**config.mk**
```make
export PLATFORM = sky130hd
export DESIGN_NAME = rotary_decoder_multi
export DESIGN_NICKNAME = d
export VERILOG_FILES = /design/src/rtl/rotary_decoder_multi.sv
export SDC_FILE = /design/constraint.sdc
export NUM_CORES = 1
export LEC_CHECK = 0
export ABC_CLOCK_PERIOD_IN_PS = 5700
export CORE_ASPECT_RATIO = 2
export CORE_UTILIZATION = 55
export DETAILED_ROUTE_END_ITERATION = 8
export PLACE_DENSITY = 0.74
export SYNTH_ARGS = -nofsm -noshare
export SYNTH_HDL_FRONTEND = slang
export SYNTH_SLANG_ARGS = --single-unit
```
**constraint.sdc**
```tcl
create_clock -name clk -period 5.7 [get_ports clk]
set_clock_uncertainty 0.15 [all_clocks]
set_input_delay 0.855 -clock clk [delete_from_list [all_inputs] [get_ports clk]]
set_output_delay 0.855 -clock clk [all_outputs]
set_load 0.01 [all_outputs]
```
**src/rtl/rotary_decoder_multi.sv**
```systemverilog
`timescale 1ns/1ps
// rotary_decoder_multi: per-channel synchroniser, debounce filter and full-quadrature decoder for
// CHANNELS active-low rotary encoders, producing detent pulses, a position counter and a sticky error.
module rotary_decoder_multi #(
   parameter int CHANNELS        = 2,
   parameter int SYNC_STAGES     = 2,
   parameter int DEBOUNCE_CYCLES = 40000,
   parameter int CNT_WIDTH       = 8,
   parameter bit WRAP            = 1'b1
) (
   input  logic                          clk,
   input  logic                          res_n,
   input  logic [CHANNELS-1:0]           rotary_clk,
   input  logic [CHANNELS-1:0]           rotary_dt,
   input  logic                          err_clr,
   output logic [CHANNELS-1:0]           rotation_up,
   output logic [CHANNELS-1:0]           rotation_dn,
   output logic [CHANNELS*CNT_WIDTH-1:0] position,
   output logic [CHANNELS-1:0]           err
);

   localparam int DBW = (DEBOUNCE_CYCLES > 1) ? $clog2(DEBOUNCE_CYCLES) : 1;
   localparam logic [DBW-1:0]       DB_LAST = DBW'(DEBOUNCE_CYCLES - 1);
   localparam logic [CNT_WIDTH-1:0] POS_MAX = '1;

   typedef enum logic [1:0] {
      PH_IDLE = 2'b11,
      PH_A    = 2'b10,
      PH_B    = 2'b00,
      PH_C    = 2'b01
   } phase_t;

   // Place of a phase along the clockwise cycle; index difference 1 (mod 4) is a CW step, 3 is CCW.
   function automatic logic [1:0] cw_index(input logic [1:0] ph);
      logic [1:0] r;
      case (ph)
         2'b11:   r = 2'd0;
         2'b10:   r = 2'd1;
         2'b00:   r = 2'd2;
         default: r = 2'd3;
      endcase
      return r;
   endfunction

   // Returns {filtered, counter}: accept the synced level once it has differed for DEBOUNCE_CYCLES cycles.
   function automatic logic [DBW:0] debounce(input logic synced, input logic filt,
                                             input logic [DBW-1:0] cnt);
      logic [DBW:0] r;
      r = {filt, {DBW{1'b0}}};
      if (synced != filt) begin
         if (cnt == DB_LAST) begin
            r = {synced, {DBW{1'b0}}};
         end else begin
            r = {filt, cnt + DBW'(1)};
         end
      end
      return r;
   endfunction

   function automatic logic [CNT_WIDTH-1:0] pos_step(input logic [CNT_WIDTH-1:0] pos, input logic up);
      logic [CNT_WIDTH-1:0] r;
      r = pos;
      if (up) begin
         if (WRAP || (pos != POS_MAX)) r = pos + CNT_WIDTH'(1);
      end else begin
         if (WRAP || (pos != '0)) r = pos - CNT_WIDTH'(1);
      end
      return r;
   endfunction

   for (genvar ch = 0; ch < CHANNELS; ch++) begin : g_ch
      logic [SYNC_STAGES-1:0] sync_clk_q, sync_dt_q;
      logic [DBW-1:0]         db_clk_q, db_clk_d, db_dt_q, db_dt_d;
      logic                   filt_clk_q, filt_clk_d, filt_dt_q, filt_dt_d;
      phase_t                 qp_q, qp_d;
      logic [1:0]             q, step;
      logic signed [2:0]      acc_q, acc_d;
      logic signed [3:0]      acc_sum;
      logic                   bad_q, bad_d, illegal;
      logic                   up_q, up_d, dn_q, dn_d, err_q, err_d;
      logic [CNT_WIDTH-1:0]   pos_q, pos_d;

      always_ff @(posedge clk or negedge res_n) begin
         if (!res_n) begin
            sync_clk_q <= '1;
            sync_dt_q  <= '1;
            db_clk_q   <= '0;
            db_dt_q    <= '0;
            filt_clk_q <= 1'b1;
            filt_dt_q  <= 1'b1;
            qp_q       <= PH_IDLE;
            acc_q      <= '0;
            bad_q      <= 1'b0;
            up_q       <= 1'b0;
            dn_q       <= 1'b0;
            err_q      <= 1'b0;
            pos_q      <= '0;
         end else begin
            sync_clk_q <= {sync_clk_q[SYNC_STAGES-2:0], rotary_clk[ch]};
            sync_dt_q  <= {sync_dt_q[SYNC_STAGES-2:0], rotary_dt[ch]};
            db_clk_q   <= db_clk_d;
            db_dt_q    <= db_dt_d;
            filt_clk_q <= filt_clk_d;
            filt_dt_q  <= filt_dt_d;
            qp_q       <= qp_d;
            acc_q      <= acc_d;
            bad_q      <= bad_d;
            up_q       <= up_d;
            dn_q       <= dn_d;
            err_q      <= err_d;
            pos_q      <= pos_d;
         end
      end

      always_comb begin
         {filt_clk_d, db_clk_d} = debounce(sync_clk_q[SYNC_STAGES-1], filt_clk_q, db_clk_q);
         {filt_dt_d, db_dt_d}   = debounce(sync_dt_q[SYNC_STAGES-1], filt_dt_q, db_dt_q);
      end

      assign q    = {filt_clk_q, filt_dt_q};
      assign step = cw_index(q) - cw_index(qp_q);

      // The accumulator is checked one step ahead in 4 bits, since +4/-4 does not fit the 3-bit store.
      always_comb begin
         qp_d    = phase_t'(q);
         acc_d   = acc_q;
         acc_sum = {acc_q[2], acc_q};
         bad_d   = bad_q;
         illegal = 1'b0;
         up_d    = 1'b0;
         dn_d    = 1'b0;
         err_d   = err_q & ~err_clr;
         if (q != qp_q) begin
            case (step)
               2'd1:    acc_sum = acc_sum + 4'sd1;
               2'd3:    acc_sum = acc_sum - 4'sd1;
               default: illegal = 1'b1;
            endcase
            acc_d = acc_sum[2:0];
            if (illegal) begin
               err_d = 1'b1;
               bad_d = 1'b1;
            end
            if (qp_d == PH_IDLE) begin
               up_d  = !bad_q && !illegal && (acc_sum == 4'sd4);
               dn_d  = !bad_q && !illegal && (acc_sum == -4'sd4);
               acc_d = '0;
               bad_d = 1'b0;
            end
         end
         pos_d = pos_q;
         if (up_d) begin
            pos_d = pos_step(pos_q, 1'b1);
         end else if (dn_d) begin
            pos_d = pos_step(pos_q, 1'b0);
         end
      end

      assign rotation_up[ch]                         = up_q;
      assign rotation_dn[ch]                         = dn_q;
      assign err[ch]                                 = err_q;
      assign position[ch*CNT_WIDTH +: CNT_WIDTH]     = pos_q;
   end

endmodule

```
==> results.yml <==
clock_network:
  insertion_delay_ns: 0.35
  cts.path.max_buffers: 2
  cts_inserted_buffers: 9
  cts.reportedPaths.clkPinSlew_ns: 0.07
  cts.sinks: 110
  cts_tree: "done"
  post_cts_buffers: 0
  cts-root-buf: "clkbuf_16"
  h-tree-depth: 3
sta:
  setup_tns_ns: 0
  post-route-period-util: 0.932
  finalSetupViolCount: 0
  drv_slew: 0
  min_period_ns: 5.31
  worstMarginPinSlew_ns: 0.863
  fmax_ghz: 0.188
  hold_viol: 0
  rsz0062_at_grt: "false"
  relSlewSlack: 0.420
critical_path:
  rr_worst_depth: 21
  r2r-start: "g_ch[1].filt_clk_q"
  endpoint_kind: "register"
  arrival_ns: 5.40
  r2r_setup_slack_ns: 0.39
  critPathKind: "reg -> reg"
  path_max_fanout: 9
  crit_required_ns: 5.78
  startpoint_type: "register"
  r2r-end: "g_ch[1].pos_q[7]"
synth:
  ys_warn_count: 0
  synthArstFlopShare: 1.00
  syn_nets: 617
  synthFlopType: "dfrtp_1"
  post-synth-top-area-cell: "dfrtp_1"
  syn_area_mm2: 0.00582
  synth_edf_count: 0
  synth_area_leaders: "dfrtp_1 40%, dfstp_2 7.2%, ha_1 7.1%"
  synth_seq_area_share: 0.477
  syn_avg_cell_area_um2: 10.1
  synth_top_area_share: 0.404
  synth-seq-cells: 110
  synthCells: 575
  synth.distinct_cells: 49
floorplanning:
  fp-row-count: 52
  start_util: 0.569
  dieArea_mm2: 0.0110
  die-height_um: 147
  core_mm2: 0.0102
  die_w_um: 74.7
  pin_count: 29
run:
  max_cap_violations: 0
global_route:
  grt_max_degree: 64
  grt_pass1_wl_um: 18700
  grtUsageTotal: 0.218
  overflow: 0
  grt_pass1_vias: 4377
  antenna_found_initial: 0
cells_and_area:
  final_nets: 641
  postLayoutCellArea_mm2: 0.00651
  syn2layout_area_growth_pct: 11.9
  drive_gt1_frac: 0.0911
  antenna_cells: 0
power_and_ir_drop:
  power_density_mw_per_mm2: 234
  power.leakage_nw: 2.92
  p_total_mw: 1.52
  peakVddDrop_uv: 190
hold_path:
  hold_end: "g_ch[1].sync_dt_q[1]"
  holdPathStages: 0
  hold_class: "reg -> reg"
  min-delay-start: "g_ch[1].sync_dt_q[0]"
routing:
  dr_wl_met3_um: 248
  wl_per_cell_um: 14.5
  drt_iter0_drc: 251
  drc: 0
  dr.pass1.iters: 4
  met1Wirelength_um: 4160
  highest_layer: "met4"
  ant_nets: 0
  via_count: 4101
  via_per_inst: 5.55
  drt_wl_total_um: 10800
  dr_wl_met2_um: 6080
placed_design:
  place_hpwl_um: 7700
  gp_congestion: 0.813
  place_area_mm2: 0.00618
  io_buffers: 28
run_status:
  outcome: "complete, no violations"
## layout make-up
cell class,count,area [um2]
inverter,31,116
sequential,110,2770
clock buffer,10,229
multi-input combinational,417,2840
tap,135,169
timing repair buffer,30,293
clock inverter,6,91.3
fill,842,3700
## logic make-up after synthesis
| kind of cell | after synthesis | share of synthesized area |
|---|---|---|
| compound gates | 59 | 0.0645 |
| xor+xnor | 80 | 0.125 |
| fa+ha+maj | 35 | 0.0779 |
| buf+inv | 48 | 0.0374 |
| flops | 110 | 0.477 |
| mux | 12 | 0.0250 |
| simple gates | 231 | 0.193 |
## how the worst max path moves through the flow
stage / from / endpoint / depth (start not counted)
4_1_cts: g_ch[0].filt_clk_q / g_ch[0].pos_q[7] / 20
3_3_place_gp: g_ch[0].filt_clk_q / g_ch[0].pos_q[7] / 20
3_5_place_dp: g_ch[0].filt_clk_q / g_ch[0].pos_q[7] / 20
2_1_floorplan: g_ch[1].filt_clk_q / g_ch[1].pos_q[7] / 20
5_1_grt: g_ch[1].filt_clk_q / g_ch[1].pos_q[7] / 19
6_report: g_ch[1].filt_clk_q / g_ch[1].pos_q[7] / 21
## critical path, cell delays in order, from the launching register on
cell and delay, ns:
dfstp_2 0.59, inv_1 0.08, ha_1 0.29, inv_1 0.06, ha_1 0.18, xnor3_1 0.49
o21ai_0 0.19, nand2b_1 0.08, ha_1 0.30, nor4_1 0.28, nand3_1 0.13, nor4bb_1 0.29
buf_4 0.19, nor2_4 0.07, or2_2 0.38, ha_1 0.35, a21oi_1 0.18, a21boi_0 0.16
o32a_1 0.39, o221ai_1 0.09, o211ai_1 0.14, xnor2_1 0.14
## cell usage in the layout, fill, tap and decap left out, types with 15 or more instances in the layout
cell type	synthesis	routed
xor2_1	45	45
nand2_1	37	37
nand3_1	34	34
dfstp_2	16	16
clkdlybuf4s50_1	0	27
xnor2_1	33	33
ha_1	33	33
dfrtp_1	94	94
nor2_1	91	91
and3_1	15	15
o21ai_0	20	20
inv_1	31	31
## synth_stat cells, drive strengths merged, types with 15 or more instances
master / instances
dfrtp: 94
nor2: 92
xor2: 45
nand2: 37
nand3: 34
ha: 33
xnor2: 33
inv: 31
o21ai: 20
dfstp: 16
and3: 15
## report_power, final
part	internal (mW)	switching, mW
sequential	0.792	0.00866
combinational	0.0121	0.0285
clock	0.389	0.291
total	1.19	0.329
## layer usage
layer	track usage	vias up
met4	0.0906	0
met1	0.231	2029
met2	0.403	74
met3	0.0389	19
li1	-	1979
met5	0	-
## metrics by stage
step	setup slack [ns]	instances	hold WS, ns	util
after floorplan	0.636	575	0.195	-
after global placement	0.577	723	0.201	0.605
after detailed placement	0.333	723	0.200	0.605
after CTS	0.265	739	0.211	0.636
after global routing	0.0398	739	0.217	0.637
final	0.386	739	0.210	0.637
## state kept, by name, summed over array words and instances, names as in the netlist
register / cells
g_ch.acc_q: 6
g_ch.bad_q: 2
g_ch.db_clk_q: 32
g_ch.db_dt_q: 32
g_ch.dn_q: 2
g_ch.err_q: 2
g_ch.filt_clk_q: 2
g_ch.filt_dt_q: 2
g_ch.pos_q: 16
g_ch.qp_q: 4
g_ch.sync_clk_q: 4
g_ch.sync_dt_q: 4
g_ch.up_q: 2
## repair_timing
action / 4_1_cts / 5_1_grt
hold endpoints to repair: 0 / 0
gates resized for setup: 0 / 3
hold buffers: 0 / 0
endpoints found under the setup margin: 0 / 2
Note: power is estimated with default switching activity, not from simulation.
